[src/rtl/mem_port_arbiter.sv]
// mem_port_arbiter
//
// Shares the single main-memory port between the I-cache refill path and
// the D-cache refill/write-back path. One line-sized transaction is in
// flight at a time. The memory-side signals are held stable until
// mem_ready arrives. The winner then receives its data and a one-cycle
// ready pulse. A single RECOVER cycle follows before the next grant.
//
// Configuration macro:
//   ARB_ROUND_ROBIN_EN - when defined, simultaneous D and I requests are
//                        granted to the side that did not win last time.
//                        When undefined, D always wins over I.
//
// Ports:
//   clk, rst_n                 clock and synchronous active-low reset
//   i_read, i_addr             I-cache line read request (held until i_ready)
//   i_ready, i_rdata           I completion pulse and returned line
//   d_read, d_write            D-cache line read / write-back request
//   d_addr, d_wdata            D-cache line address and write-back data
//   d_ready, d_rdata           D completion pulse and returned line
//   mem_read, mem_write        memory strobes (at most one high)
//   mem_addr, mem_wdata        memory line address and write data
//   mem_ready, mem_rdata       memory completion and read data
//   grant_d                    D owns the port (SERVE_D, or RECOVER after D)
//   busy                       arbiter is not IDLE
//
// All outputs are registered.

`timescale 1ns/1ps

module mem_port_arbiter #(
    parameter int ADDR_W = 28,
    parameter int DATA_W = 128
) (
    input  logic              clk,
    input  logic              rst_n,
    input  logic              i_read,
    input  logic [ADDR_W-1:0] i_addr,
    output logic              i_ready,
    output logic [DATA_W-1:0] i_rdata,
    input  logic              d_read,
    input  logic              d_write,
    input  logic [ADDR_W-1:0] d_addr,
    input  logic [DATA_W-1:0] d_wdata,
    output logic              d_ready,
    output logic [DATA_W-1:0] d_rdata,
    output logic              mem_read,
    output logic              mem_write,
    output logic [ADDR_W-1:0] mem_addr,
    output logic [DATA_W-1:0] mem_wdata,
    input  logic              mem_ready,
    input  logic [DATA_W-1:0] mem_rdata,
    output logic              grant_d,
    output logic              busy
);

    typedef enum logic [1:0] {
        IDLE    = 2'd0,
        SERVE_I = 2'd1,
        SERVE_D = 2'd2,
        RECOVER = 2'd3
    } state_t;

    localparam logic GRANT_I = 1'b0;
    localparam logic GRANT_D = 1'b1;

    state_t            state_q, state_d;
    logic              last_grant_q, last_grant_d;
    logic              i_ready_q, i_ready_d;
    logic [DATA_W-1:0] i_rdata_q, i_rdata_d;
    logic              d_ready_q, d_ready_d;
    logic [DATA_W-1:0] d_rdata_q, d_rdata_d;
    logic              mem_read_q, mem_read_d;
    logic              mem_write_q, mem_write_d;
    logic [ADDR_W-1:0] mem_addr_q, mem_addr_d;
    logic [DATA_W-1:0] mem_wdata_q, mem_wdata_d;
    logic              grant_d_q, grant_d_d;
    logic              busy_q, busy_d;

    logic              d_req;
    logic              pick_d;

    // Arbitration decision, only acted on in IDLE. A lone request always
    // wins; the policy only matters when both sides are pending.
    always_comb begin
        d_req = d_read | d_write;
`ifdef ARB_ROUND_ROBIN_EN
        if (d_req && i_read) begin
            pick_d = (last_grant_q != GRANT_D);
        end else begin
            pick_d = d_req;
        end
`else
        pick_d = d_req;
`endif
    end

    always_comb begin
        state_d      = state_q;
        last_grant_d = last_grant_q;
        i_ready_d    = i_ready_q;
        i_rdata_d    = i_rdata_q;
        d_ready_d    = d_ready_q;
        d_rdata_d    = d_rdata_q;
        mem_read_d   = mem_read_q;
        mem_write_d  = mem_write_q;
        mem_addr_d   = mem_addr_q;
        mem_wdata_d  = mem_wdata_q;

        case (state_q)
            IDLE: begin
                if (pick_d) begin
                    // A simultaneous read+write is treated as a write.
                    state_d      = SERVE_D;
                    last_grant_d = GRANT_D;
                    mem_addr_d   = d_addr;
                    mem_write_d  = d_write;
                    mem_read_d   = ~d_write;
                    mem_wdata_d  = d_write ? d_wdata : '0;
                end else if (i_read) begin
                    state_d      = SERVE_I;
                    last_grant_d = GRANT_I;
                    mem_addr_d   = i_addr;
                    mem_write_d  = 1'b0;
                    mem_read_d   = 1'b1;
                    mem_wdata_d  = '0;
                end
            end
            SERVE_I: begin
                if (mem_ready) begin
                    state_d    = RECOVER;
                    mem_read_d = 1'b0;
                    i_ready_d  = 1'b1;
                    i_rdata_d  = mem_rdata;
                end
            end
            SERVE_D: begin
                if (mem_ready) begin
                    state_d     = RECOVER;
                    mem_read_d  = 1'b0;
                    mem_write_d = 1'b0;
                    d_ready_d   = 1'b1;
                    // A write-back returns no data, so d_rdata keeps its value.
                    if (mem_read_q) begin
                        d_rdata_d = mem_rdata;
                    end
                end
            end
            default: begin
                state_d   = IDLE;
                i_ready_d = 1'b0;
                d_ready_d = 1'b0;
            end
        endcase

        // grant_d covers the RECOVER cycle that follows a D transaction.
        grant_d_d = (state_d == SERVE_D) ||
                    ((state_d == RECOVER) && (state_q == SERVE_D));
        busy_d    = (state_d != IDLE);
    end

    always_ff @(posedge clk) begin
        if (!rst_n) begin
            state_q      <= IDLE;
            last_grant_q <= GRANT_I;
            i_ready_q    <= 1'b0;
            i_rdata_q    <= '0;
            d_ready_q    <= 1'b0;
            d_rdata_q    <= '0;
            mem_read_q   <= 1'b0;
            mem_write_q  <= 1'b0;
            mem_addr_q   <= '0;
            mem_wdata_q  <= '0;
            grant_d_q    <= 1'b0;
            busy_q       <= 1'b0;
        end else begin
            state_q      <= state_d;
            last_grant_q <= last_grant_d;
            i_ready_q    <= i_ready_d;
            i_rdata_q    <= i_rdata_d;
            d_ready_q    <= d_ready_d;
            d_rdata_q    <= d_rdata_d;
            mem_read_q   <= mem_read_d;
            mem_write_q  <= mem_write_d;
            mem_addr_q   <= mem_addr_d;
            mem_wdata_q  <= mem_wdata_d;
            grant_d_q    <= grant_d_d;
            busy_q       <= busy_d;
        end
    end

    assign i_ready   = i_ready_q;
    assign i_rdata   = i_rdata_q;
    assign d_ready   = d_ready_q;
    assign d_rdata   = d_rdata_q;
    assign mem_read  = mem_read_q;
    assign mem_write = mem_write_q;
    assign mem_addr  = mem_addr_q;
    assign mem_wdata = mem_wdata_q;
    assign grant_d   = grant_d_q;
    assign busy      = busy_q;

endmodule

[config.mk]
export PLATFORM = sky130hd
export DESIGN_NAME = mem_port_arbiter
export DESIGN_NICKNAME = d
export VERILOG_FILES = /design/src/rtl/mem_port_arbiter.sv
export SDC_FILE = /design/constraint.sdc
export NUM_CORES = 1
export LEC_CHECK = 0
export ABC_AREA = 1
export CAP_MARGIN = 10
export CORE_AREA = 2 2 287 289
export DETAILED_ROUTE_END_ITERATION = 7
export DIE_AREA = 0 0 289 291
export SYNTH_ARGS = -nofsm -noshare
export SYNTH_HDL_FRONTEND = slang
export SYNTH_SLANG_ARGS = --single-unit
[constraint.sdc]
create_clock -name clk -period 3.44 [get_ports clk]
set_clock_uncertainty 0.2 [all_clocks]
set_input_delay 0.688 -clock clk [delete_from_list [all_inputs] [get_ports clk]]
set_output_delay 0.688 -clock clk [all_outputs]
set_load 0.02 [all_outputs]
==> out/qor.json <==
{
  "outcome": {"value": "finished clean"},
  "avgViaCountPerCell": {"value": 4.10},
  "grt_pass1_wl": {"value": 93.5, "unit": "mm"},
  "finalCriticalPeriod": {"value": 2720, "unit": "ps"},
  "post-synth-top-area-fraction": {"value": 54.3, "unit": "%"},
  "dr.pass1.iters": {"value": 5},
  "postSynth.topFlopCell": {"value": "sky130_fd_sc_hd__dfxtp_1"},
  "worst_ep_arrival_time": {"value": 1840, "unit": "ps"},
  "total_leakage_power": {"value": 9.19, "unit": "nW"},
  "holdWs": {"value": 241, "unit": "ps"},
  "critical_path.top_delay_family": {"value": "buffers and inverters"},
  "synth.avg_cell_area": {"value": 7.69, "unit": "um^2"},
  "fp.dieW": {"value": 289, "unit": "um"},
  "track_usage": {"value": 14.5, "unit": "%"},
  "rsz0062_at_grt": {"value": "false"},
  "critPathLaunchType": {"value": "flip-flop"},
  "register_cell_area_after_layout": {"value": 8410, "unit": "um^2"},
  "share_seq_of_total_power": {"value": 37.4, "unit": "%"},
  "final.fill_count": {"value": 8624},
  "cts.repair.resized": {"value": 0},
  "tritoncts.num_buffers": {"value": 49},
  "cts.reportedPaths.clkPinSlew": {"value": 60, "unit": "ps"},
  "cp.required": {"value": 2550, "unit": "ps"},
  "drt-initial-drc-count": {"value": 874},
  "max-slew-margin-rel": {"value": 53.9, "unit": "%"},
  "finalSetupViolations": {"value": 0},
  "power_density": {"value": 593, "unit": "nW/um^2"},
  "worst_hold_path_type": {"value": "flip-flop to flip-flop"},
  "synth_fp_nets": {"value": 2337},
  "portbufs": {"value": 735},
  "hold_bufs_at_cts": {"value": 0},
  "area_growth": {"value": 65.4, "unit": "%"},
  "cts.sink_count": {"value": 420},
  "detailroute.via_count": {"value": 15500},
  "critPathSlowestCell": {"value": "sky130_fd_sc_hd__clkdlybuf4s50_1"},
  "drv.max_cap_violation_count": {"value": 0},
  "share_clk_of_total_power": {"value": 36.1, "unit": "%"},
  "end_kind": {"value": "output pin"},
  "synthCells": {"value": 2014},
  "wl": {"value": 63.7, "unit": "mm"},
  "setup_total_negative_slack": {"value": 0, "unit": "ps"},
  "library_cell_with_the_highest_instance_count_after_synthesis": {"value": "sky130_fd_sc_hd__dfxtp_1"},
  "fmax": {"value": 367, "unit": "MHz"},
  "final_hold_viol_count": {"value": 0},
  "netSwitchingFraction": {"value": 31.7, "unit": "%"},
  "hpwl": {"value": 46.4, "unit": "mm"},
  "cp.buffers_inverters": {"value": 1},
  "yosys_cell_types": {"value": 20},
  "crit_chain": {"value": "clkdlybuf4s50_1"},
  "synthTopCellsByCount": {"value": "sky130_fd_sc_hd__dfxtp_1 (420), sky130_fd_sc_hd__nor2_1 (323), sky130_fd_sc_hd__o21ai_0 (283), sky130_fd_sc_hd__a21oi_1 (262), sky130_fd_sc_hd__nand2_1 (255)"},
  "design.die.area": {"value": 84100, "unit": "um^2"},
  "ys_top_cells_by_area": {"value": "sky130_fd_sc_hd__dfxtp_1 (54%), sky130_fd_sc_hd__o21ai_0 (9.1%), sky130_fd_sc_hd__a21oi_1 (8.5%)"},
  "finalMaxSlewViolations": {"value": 0},
  "transition_at_the_pin_with_the_smallest_max_transition_slack": {"value": 691, "unit": "ps"},
  "ant_nets": {"value": 0},
  "min_period_over_period": {"value": 79.2, "unit": "%"},
  "cts-htree-levels": {"value": 2},
  "power.combinational.fraction": {"value": 26.6, "unit": "%"},
  "boundaryPins": {"value": 736},
  "clock_tree_from_tritoncts": {"value": "done"},
  "num-nets-final": {"value": 3002},
  "ys_seq_elements": {"value": 420},
  "critical_path_class": {"value": "flip-flop to output pin"},
  "total_power": {"value": 0.0152, "unit": "W"},
  "synthesized_cell_area": {"value": 15500, "unit": "um^2"},
  "finish.cell_count_without_fillers": {"value": 3786},
  "clock_latency_reported_for_the_late_side_of_the_worst_skew_pair": {"value": 580, "unit": "ps"},
  "number_of_antenna_violations_at_the_first_check_in_global_routing": {"value": 3},
  "placeableCoreArea": {"value": 81200, "unit": "um^2"},
  "internal_pwr_total": {"value": 0.0104, "unit": "W"},
  "vdd_drop_max": {"value": 0.378, "unit": "mV"},
  "synth_seq_area_share": {"value": 54.3, "unit": "%"},
  "initial_core_util": {"value": 19.1, "unit": "%"},
  "clock_tree.root_cell": {"value": "sky130_fd_sc_hd__clkbuf_16"},
  "reported_net_switching_power": {"value": 0.00481, "unit": "W"},
  "vias_in_the_first_global_route": {"value": 14700},
  "core.rowCount": {"value": 105},
  "layout-drive-gt1-share": {"value": 4.83, "unit": "%"},
  "synthArstFlopShare": {"value": 0, "unit": "%"},
  "multi_input_comb_area": {"value": 5720, "unit": "um^2"},
  "postCtsSetupBuffers": {"value": 0},
  "routabilityCongestion": {"value": 0.869},
  "crit_path_max_fanout": {"value": 2},
  "remaining_drc_errors": {"value": 0},
  "die_y": {"value": 291, "unit": "um"},
  "cpPeakStageDelay": {"value": 900, "unit": "ps"},
  "synth-warning-count": {"value": 0},
  "clock_tree.buffer_depth": {"value": 3},
  "dpl_cells": {"value": 3698},
  "gr-total-overflow": {"value": 0},
  "post-synth-top-area-cell": {"value": "sky130_fd_sc_hd__dfxtp_1"},
  "grt_start_max_net_pins": {"value": 90},
  "post_drt_wl_per_cell": {"value": 16.8, "unit": "um"},
  "synth-edff-count": {"value": 0}
}
-- power by group through the flow --
stage                     combinational, W  clock, W  sequential [W]
after floorplan                    0.00150         0         0.00638
after global placement             0.00404         0         0.00576
after detailed placement           0.00404         0         0.00577
after CTS                          0.00406   0.00563         0.00567
after global routing               0.00435   0.00582         0.00573
final                              0.00403   0.00547         0.00567
-- state kept, by name, summed over array words and instances, names as in the netlist, 2 cells and up --
register,count
d_rdata,128
i_rdata,128
state_q,2
mem_addr,28
mem_wdata,128
-- logic make-up (layout without fill, tap and decap cells) --
family / after synthesis / in the layout / synth area share [%]
AND/OR/NAND/NOR: 714 / 714 / 18.5
flip-flops: 420 / 420 / 54.3
AO/OA/AOI/OAI: 549 / 549 / 17.8
other: 0 / 2 / 0
adder cells (fa/ha/maj): 5 / 5 / 0.404
buffers and inverters: 326 / 1026 / 9.08
-- worst reg2reg max path, delay by kind of cell, from the launching register on --
family	cells	cell delay [ps]
AO/OA/AOI/OAI	2	370
flip-flops	1	330
AND/OR/NAND/NOR	1	310
adder cells (fa/ha/maj)	1	380
buffers and inverters	2	580
-- placed cells by master, fill, tap and decap left out, drive strengths merged --
cell type / count
clkdlybuf4s50: 733
nor2: 324
clkbuf: 68
ha: 5
o31ai: 1
nand2: 256
or2: 1
clkinvlp: 2
inv: 167
dfxtp: 420
buf: 42
bufinv: 4
a21oi: 262
o21ai: 286
clkinv: 10
diode: 2
nand3: 133
-- cell type report --
cell class / instances / area share, %
repair buffers: 775 / 30.6
multi-input cells: 1268 / 22.3
diodes: 2 / 0.0195
well taps: 1070 / 5.23
flip-flops and latches: 420 / 32.8
inverters: 165 / 2.44
clock buffers: 68 / 5.66
clock inverters: 18 / 0.909
-- through the flow --
stage	area [um^2]	util, %	setup WS [ps]
3_3_place_gp	23900	29.5	602
6_report	25600	31.5	716
2_1_floorplan	15500	-	1630
4_1_cts	25600	31.5	661
3_5_place_dp	23900	29.5	557
5_1_grt	25600	31.5	641
-- path summary, 6_finish.rpt --
path | slack, ps | cells past startpoint | from | to
setup / recovery | 720 | 1 | i_ready$_SDFFE_PN0P_ | i_ready
hold / removal | 240 | 2 | d_rdata[0]$_SDFFE_PN0P_ | d_rdata[0]$_SDFFE_PN0P_
setup reg to reg | 1150 | 6 | state_q[0]$_SDFF_PN0_ | d_rdata[69]$_SDFFE_PN0P_
hold reg to reg | 240 | 2 | d_rdata[0]$_SDFFE_PN0P_ | d_rdata[0]$_SDFFE_PN0P_
-- layer usage --
metal,share of wire (%),GRT usage (%)
met1,43,18.0
met2,48,24.0
met3,6.3,3.53
met4,3.5,5.27
met5,0.020,0
(Power assumes the default switching activity.)
